--- src/rtl/sdram_arb_pkg.sv ---
// Shared encodings for the SDRAM burst arbiter: engine command codes, FSM states
// and the burst-alignment helper.
package sdram_arb_pkg;

  typedef enum logic [1:0] {
    CMD_NOP     = 2'b00,
    CMD_REFRESH = 2'b01,
    CMD_WRITE   = 2'b10,
    CMD_READ    = 2'b11
  } cmd_t;

  typedef enum logic [1:0] {
    S_WAIT_INIT = 2'b00,
    S_ARB       = 2'b01,
    S_ISSUE     = 2'b10,
    S_WAIT_DONE = 2'b11
  } state_t;

  // Number of low address bits cleared to align a burst start address.
  function automatic int burst_shift(input int burst_len);
    return $clog2(burst_len);
  endfunction

endpackage

--- src/rtl/sdram_refresh_timer.sv ---
// Auto-refresh period counter with a saturating queue of owed refreshes and a
// sticky overrun flag raised when a tick finds the queue already full.
module sdram_refresh_timer #(
  parameter int REF_PERIOD  = 780,
  parameter int REF_MAXPEND = 3
) (
  input  logic clk,
  input  logic srst,
  input  logic enable,
  input  logic refresh_issued,
  output logic pend_nz,
  output logic overrun
);

  localparam int CW = $clog2(REF_PERIOD);
  localparam int PW = $clog2(REF_MAXPEND + 1);

  logic [CW-1:0] count_reg;
  logic [PW-1:0] pend_reg;
  logic          overrun_reg;
  logic          tick;

  assign tick    = enable && (count_reg == CW'(REF_PERIOD - 1));
  assign pend_nz = (pend_reg != '0);
  assign overrun = overrun_reg;

  always_ff @(posedge clk) begin
    if (srst) begin
      count_reg   <= '0;
      pend_reg    <= '0;
      overrun_reg <= 1'b0;
    end else if (!enable) begin
      // Leaving init clears the schedule; the overrun flag survives until reset.
      count_reg <= '0;
      pend_reg  <= '0;
    end else begin
      count_reg <= tick ? '0 : count_reg + CW'(1);
      if (tick && !refresh_issued) begin
        if (pend_reg == PW'(REF_MAXPEND))
          overrun_reg <= 1'b1;
        else
          pend_reg <= pend_reg + PW'(1);
      end else if (!tick && refresh_issued && pend_reg != '0) begin
        pend_reg <= pend_reg - PW'(1);
      end
    end
  end

endmodule

--- src/rtl/sdram_burst_arbiter.sv ---
// Schedules refresh, write-burst and read-burst commands to the SDRAM command
// engine one at a time and reports per-burst completion.
module sdram_burst_arbiter
  import sdram_arb_pkg::*;
#(
  parameter int ADDR_W      = 22,
  parameter int BURST_LEN   = 8,
  parameter int REF_PERIOD  = 780,
  parameter int REF_MAXPEND = 3
) (
  input  logic              SYSCLK,
  input  logic              RST,
  input  logic              INIT_DONE,
  input  logic              WR_REQ,
  input  logic [ADDR_W-1:0] WR_ADDR,
  input  logic              RD_REQ,
  input  logic [ADDR_W-1:0] RD_ADDR,
  output logic              CMD_VALID,
  output logic [1:0]        CMD_TYPE,
  output logic [ADDR_W-1:0] CMD_ADDR,
  input  logic              CMD_READY,
  input  logic              CMD_DONE,
  output logic              WR_BURST_DONE,
  output logic              RD_BURST_DONE,
  output logic              BUSY,
  output logic              REF_OVERRUN
);

  localparam logic [ADDR_W-1:0] ALIGN_MASK =
    ~((ADDR_W'(1) << burst_shift(BURST_LEN)) - ADDR_W'(1));

  state_t            state_reg, state_next;
  cmd_t              cmd_type_reg, cmd_type_next;
  logic [ADDR_W-1:0] cmd_addr_reg, cmd_addr_next;
  logic              prio_write_reg, prio_write_next;
  logic              wr_done_reg, rd_done_reg;
  logic              pend_nz, overrun, grant, arb_live, accept;

  assign accept   = (state_reg == S_ISSUE) && CMD_READY;
  assign arb_live = (state_reg == S_ARB) && INIT_DONE;

  sdram_refresh_timer #(
    .REF_PERIOD (REF_PERIOD),
    .REF_MAXPEND(REF_MAXPEND)
  ) u_refresh_timer (
    .clk           (SYSCLK),
    .srst          (RST),
    .enable        (state_reg != S_WAIT_INIT),
    .refresh_issued(accept && (cmd_type_reg == CMD_REFRESH)),
    .pend_nz       (pend_nz),
    .overrun       (overrun)
  );

  // prio_write names the side favoured next when both bursts are requested.
  always_comb begin
    grant           = 1'b0;
    cmd_type_next   = cmd_type_reg;
    cmd_addr_next   = cmd_addr_reg;
    prio_write_next = prio_write_reg;
    if (arb_live) begin
      if (pend_nz) begin
        grant         = 1'b1;
        cmd_type_next = CMD_REFRESH;
        cmd_addr_next = '0;
      end else if (WR_REQ && (!RD_REQ || prio_write_reg)) begin
        grant           = 1'b1;
        cmd_type_next   = CMD_WRITE;
        cmd_addr_next   = WR_ADDR & ALIGN_MASK;
        prio_write_next = 1'b0;
      end else if (RD_REQ) begin
        grant           = 1'b1;
        cmd_type_next   = CMD_READ;
        cmd_addr_next   = RD_ADDR & ALIGN_MASK;
        prio_write_next = 1'b1;
      end
    end
  end

  always_ff @(posedge SYSCLK) begin
    if (RST) state_reg <= S_WAIT_INIT;
    else     state_reg <= state_next;
  end

  always_comb begin
    state_next = state_reg;
    case (state_reg)
      S_WAIT_INIT: if (INIT_DONE) state_next = S_ARB;
      S_ARB: begin
        if (!INIT_DONE)  state_next = S_WAIT_INIT;
        else if (grant)  state_next = S_ISSUE;
      end
      S_ISSUE:     if (CMD_READY) state_next = S_WAIT_DONE;
      S_WAIT_DONE: if (CMD_DONE)  state_next = INIT_DONE ? S_ARB : S_WAIT_INIT;
      default:     state_next = S_WAIT_INIT;
    endcase
  end

  always_ff @(posedge SYSCLK) begin
    if (RST) begin
      cmd_type_reg   <= CMD_NOP;
      cmd_addr_reg   <= '0;
      prio_write_reg <= 1'b1;
      wr_done_reg    <= 1'b0;
      rd_done_reg    <= 1'b0;
    end else begin
      cmd_type_reg   <= cmd_type_next;
      cmd_addr_reg   <= cmd_addr_next;
      prio_write_reg <= prio_write_next;
      wr_done_reg    <= (state_reg == S_WAIT_DONE) && CMD_DONE && (cmd_type_reg == CMD_WRITE);
      rd_done_reg    <= (state_reg == S_WAIT_DONE) && CMD_DONE && (cmd_type_reg == CMD_READ);
    end
  end

  always_comb begin
    CMD_VALID = 1'b0;
    CMD_TYPE  = CMD_NOP;
    CMD_ADDR  = '0;
    BUSY      = 1'b0;
    case (state_reg)
      S_ISSUE: begin
        CMD_VALID = 1'b1;
        CMD_TYPE  = cmd_type_reg;
        CMD_ADDR  = cmd_addr_reg;
        BUSY      = 1'b1;
      end
      S_WAIT_DONE: BUSY = 1'b1;
      default: ;
    endcase
  end

  assign WR_BURST_DONE = wr_done_reg;
  assign RD_BURST_DONE = rd_done_reg;
  assign REF_OVERRUN   = overrun;

endmodule

--- config.mk ---
export PLATFORM = sky130hd
export DESIGN_NAME = sdram_burst_arbiter
export DESIGN_NICKNAME = d
export VERILOG_FILES = /design/src/rtl/sdram_arb_pkg.sv /design/src/rtl/sdram_refresh_timer.sv /design/src/rtl/sdram_burst_arbiter.sv
export SDC_FILE = /design/constraint.sdc
export NUM_CORES = 1
export LEC_CHECK = 0
export CORE_MARGIN = 1
export CORE_UTILIZATION = 42
export DETAILED_ROUTE_END_ITERATION = 16
export PLACE_DENSITY = 0.79
export SLEW_MARGIN = 10
export SYNTH_ARGS = -nofsm -noshare
export SYNTH_HDL_FRONTEND = slang
export SYNTH_SLANG_ARGS = --single-unit
--- constraint.sdc ---
create_clock -name SYSCLK -period 1.95 [get_ports SYSCLK]
set_clock_uncertainty 0.15 [all_clocks]
set_input_delay 0.39 -clock SYSCLK [delete_from_list [all_inputs] [get_ports SYSCLK]]
set_output_delay 0.39 -clock SYSCLK [all_outputs]
set_load 0.1 [all_outputs]
==> impl_metrics.json <==
{
  "synth_top_area_share_pct": 41.7,
  "leakage_nw": 1.37,
  "hp-class": "register to register",
  "ys_seq_area_share_pct": 41.7,
  "crit_cells": 3,
  "via_per_inst": 5.17,
  "initial_utilization_pct": 45.2,
  "synthAdderAreaFrac_pct": 0.668,
  "min_path_cells": 1,
  "num_rows": 23,
  "hold_viol": 0,
  "io_buffers": 70,
  "synthArstFlopShare_pct": 0,
  "dp_hpwl_um": 3490,
  "grt_first_pass_wirelength_um": 7800,
  "clkTransAtPathRegs_ps": 70,
  "fmax_mhz": 528,
  "cp.arrival_ps": 1350,
  "root_buffer": "clkbuf_8",
  "num_io_pins": 80,
  "insertion_delay_ps": 290,
  "synthSimpleGateAreaFrac_pct": 24.8,
  "netlist_top_cells_count": "dfxtp_1 (39), and2_1 (23), a21o_1 (19), a22o_1 (19), nor2_1 (16)",
  "drc": 0,
  "grt_usage_pct": 22.6,
  "cp.required_ps": 1410,
  "utilization_pct": 75.3,
  "path_max_fanout": 6,
  "clockBufferDepth": 2,
  "crit_family": "simple AND/OR/NAND/NOR gates",
  "drv_cap": 0,
  "dieHeight_um": 68.8,
  "drtIter0Drc": 76,
  "ant_nets": 0,
  "endpoint_kind": "output port",
  "grt_max_degree": 20,
  "drtPass1Iterations": 4,
  "fp.dieW_um": 68.8,
  "worst_setup_path_start_kind": "register",
  "outcome": "finished, final reports clean",
  "path_cells": "and2b_2 > and2_2 > buf_12",
  "min_period_over_period_pct": 97.2,
  "final.min_clock_period_ps": 1890,
  "peakVddDrop_mv": 0.361,
  "yosysTopAreaCell": "dfxtp_1",
  "cp_num_buf_inv": 1,
  "layout.nets": 340,
  "netlist_area_sq_um": 1870,
  "yosys-top-cells-area": "dfxtp_1 (42%), a22o_1 (8.9%), and2_1 (7.7%)",
  "dieArea_sq_um": 4730,
  "place_area_sq_um": 3010,
  "cts_sinks": 39,
  "antenna_found_initial": 0,
  "antenna_cells": 0,
  "syn_inst": 203,
  "synth_area_per_cell_sq_um": 9.23,
  "drive_gt1_share_pct": 28.4,
  "core_area_sq_um": 4140,
  "dp_slack_ps": -191,
  "ys_dominant_reg_cell": "dfxtp_1",
  "synthXorXnorAreaFrac_pct": 3.74,
  "grt_pass1_vias": 1676,
  "cts_tree": "yes",
  "slowest_delay_ps": 380,
  "place.gp.congestion": 0.862,
  "rr_worst_depth": 5,
  "largest_reg_flops": 19,
  "maxSlewViolCount": 0,
  "setup_viol": 0,
  "synth_edf_count": 0,
  "grt_overflow": 0,
  "synth_top_family_by_area": "simple AND/OR/NAND/NOR gates",
  "ys_types": 45,
  "vias": 1753,
  "power_density_nw_per_um2": 523,
  "wire_per_inst_um": 14.7,
  "fin_area_sq_um": 3120,
  "yosys_warnings": 0,
  "yosys_register_bits": 39,
  "critPathKind": "register to output port",
  "synth_most_common_cell": "dfxtp_1",
  "cp_slowest_cell": "dfxtp_2",
  "synth-compound-area-share_pct": 22.2,
  "cts-hold-fix-buffers": 0,
  "setup_slack_ps": 55.4,
  "drt-total-wl_um": 4970,
  "htree_levels": 2,
  "rsz0062_at_grt": "false",
  "area_growth_syn_to_layout_pct": 66.5,
  "cts_buffers": 5,
  "muxShareOfSynthArea_pct": 0
}
==> routing by layer <==
metal	up-vias	wire length (um)	GRT usage, %	part of all wire, %
met2	48	2400	38.1	48
met5	-	0	0	0
met3	8	307	6.91	6.2
met4	0	58	6.89	1.2
li1	880	-	-	-
met1	817	2200	27.6	44
==> placed cells by master, fill, tap and decap left out, types with 2 or more instances in the layout <==
cell	instances
nor2_1	16
and2b_4	2
nand2_1	9
a22o_1	19
and2_1	2
inv_1	3
o22ai_1	2
and2_2	12
xor2_1	3
a31oi_1	3
clkdlybuf4s50_1	44
clkbuf_1	2
buf_4	17
a21o_1	19
nor3_1	4
o21ai_0	2
nand3_1	6
conb_1	3
xnor2_1	5
dfxtp_1	38
clkbuf_8	5
o21ai_1	2
nand2_2	2
and3_1	2
a21oi_1	4
nand4_1	2
and2_4	9
buf_12	29
==> logic make-up (layout without fill, tap and decap cells) <==
logic type / Yosys count / in the layout
DFF: 39 / 39
AOI/OAI and AO/OA: 55 / 55
other: 1 / 3
xor gates and xnor gates: 8 / 8
adders and majority gates: 1 / 1
and+or+nand+nor: 79 / 81
buffers and inverters: 20 / 102
==> where the power goes <==
| group | internal [mW] | total [mW] | switching (mW) |
|---|---|---|---|
| sequential | 0.818 | 0.833 | 0.0148 |
| clock | 0.251 | 0.519 | 0.268 |
| combinational | 0.150 | 0.282 | 0.132 |
| total | 1.22 | 1.63 | 0.415 |
==> worst paths after layout <==
kind / from / to / slack [ps]
min reg2reg: u_refresh_timer.count_reg[0]$_SDFF_PP0_ / u_refresh_timer.count_reg[0]$_SDFF_PP0_ / 320
max: state_reg[0]$_SDFFE_PP0P_ / CMD_TYPE[1] / 60
min: u_refresh_timer.count_reg[0]$_SDFF_PP0_ / u_refresh_timer.count_reg[0]$_SDFF_PP0_ / 320
max reg2reg: u_refresh_timer.count_reg[0]$_SDFF_PP0_ / u_refresh_timer.pend_reg[0]$_SDFFE_PP0P_ / 70
==> through the flow <==
stage / setup TNS, ps / total power, mW / hold WS (ps) / cells
detailed placement: -3390 / 1.12 / 309 / 328
global route: 0 / 1.70 / 363 / 339
global placement: -3300 / 1.12 / 295 / 328
CTS: 0 / 1.64 / 327 / 337
finish: 0 / 1.63 / 323 / 339
floorplan: -263 / 0.978 / 280 / 205
==> cell type report <==
cell class,count,area (sq um)
clock buffer,7,76.3
fill,287,1020
timing repair buffer,90,1150
inverter,4,15.0
multi-input combinational,148,1030
clock inverter,1,5.00
tap,50,62.6
sequential,39,782
==> repair_timing <==
action / CTS / global route
cloned: 1 / 1
buffers inserted: 0 / 1
setup endpoints to repair: 22 / 20
gates resized for setup: 3 / 2
(Power assumes the default switching activity.)
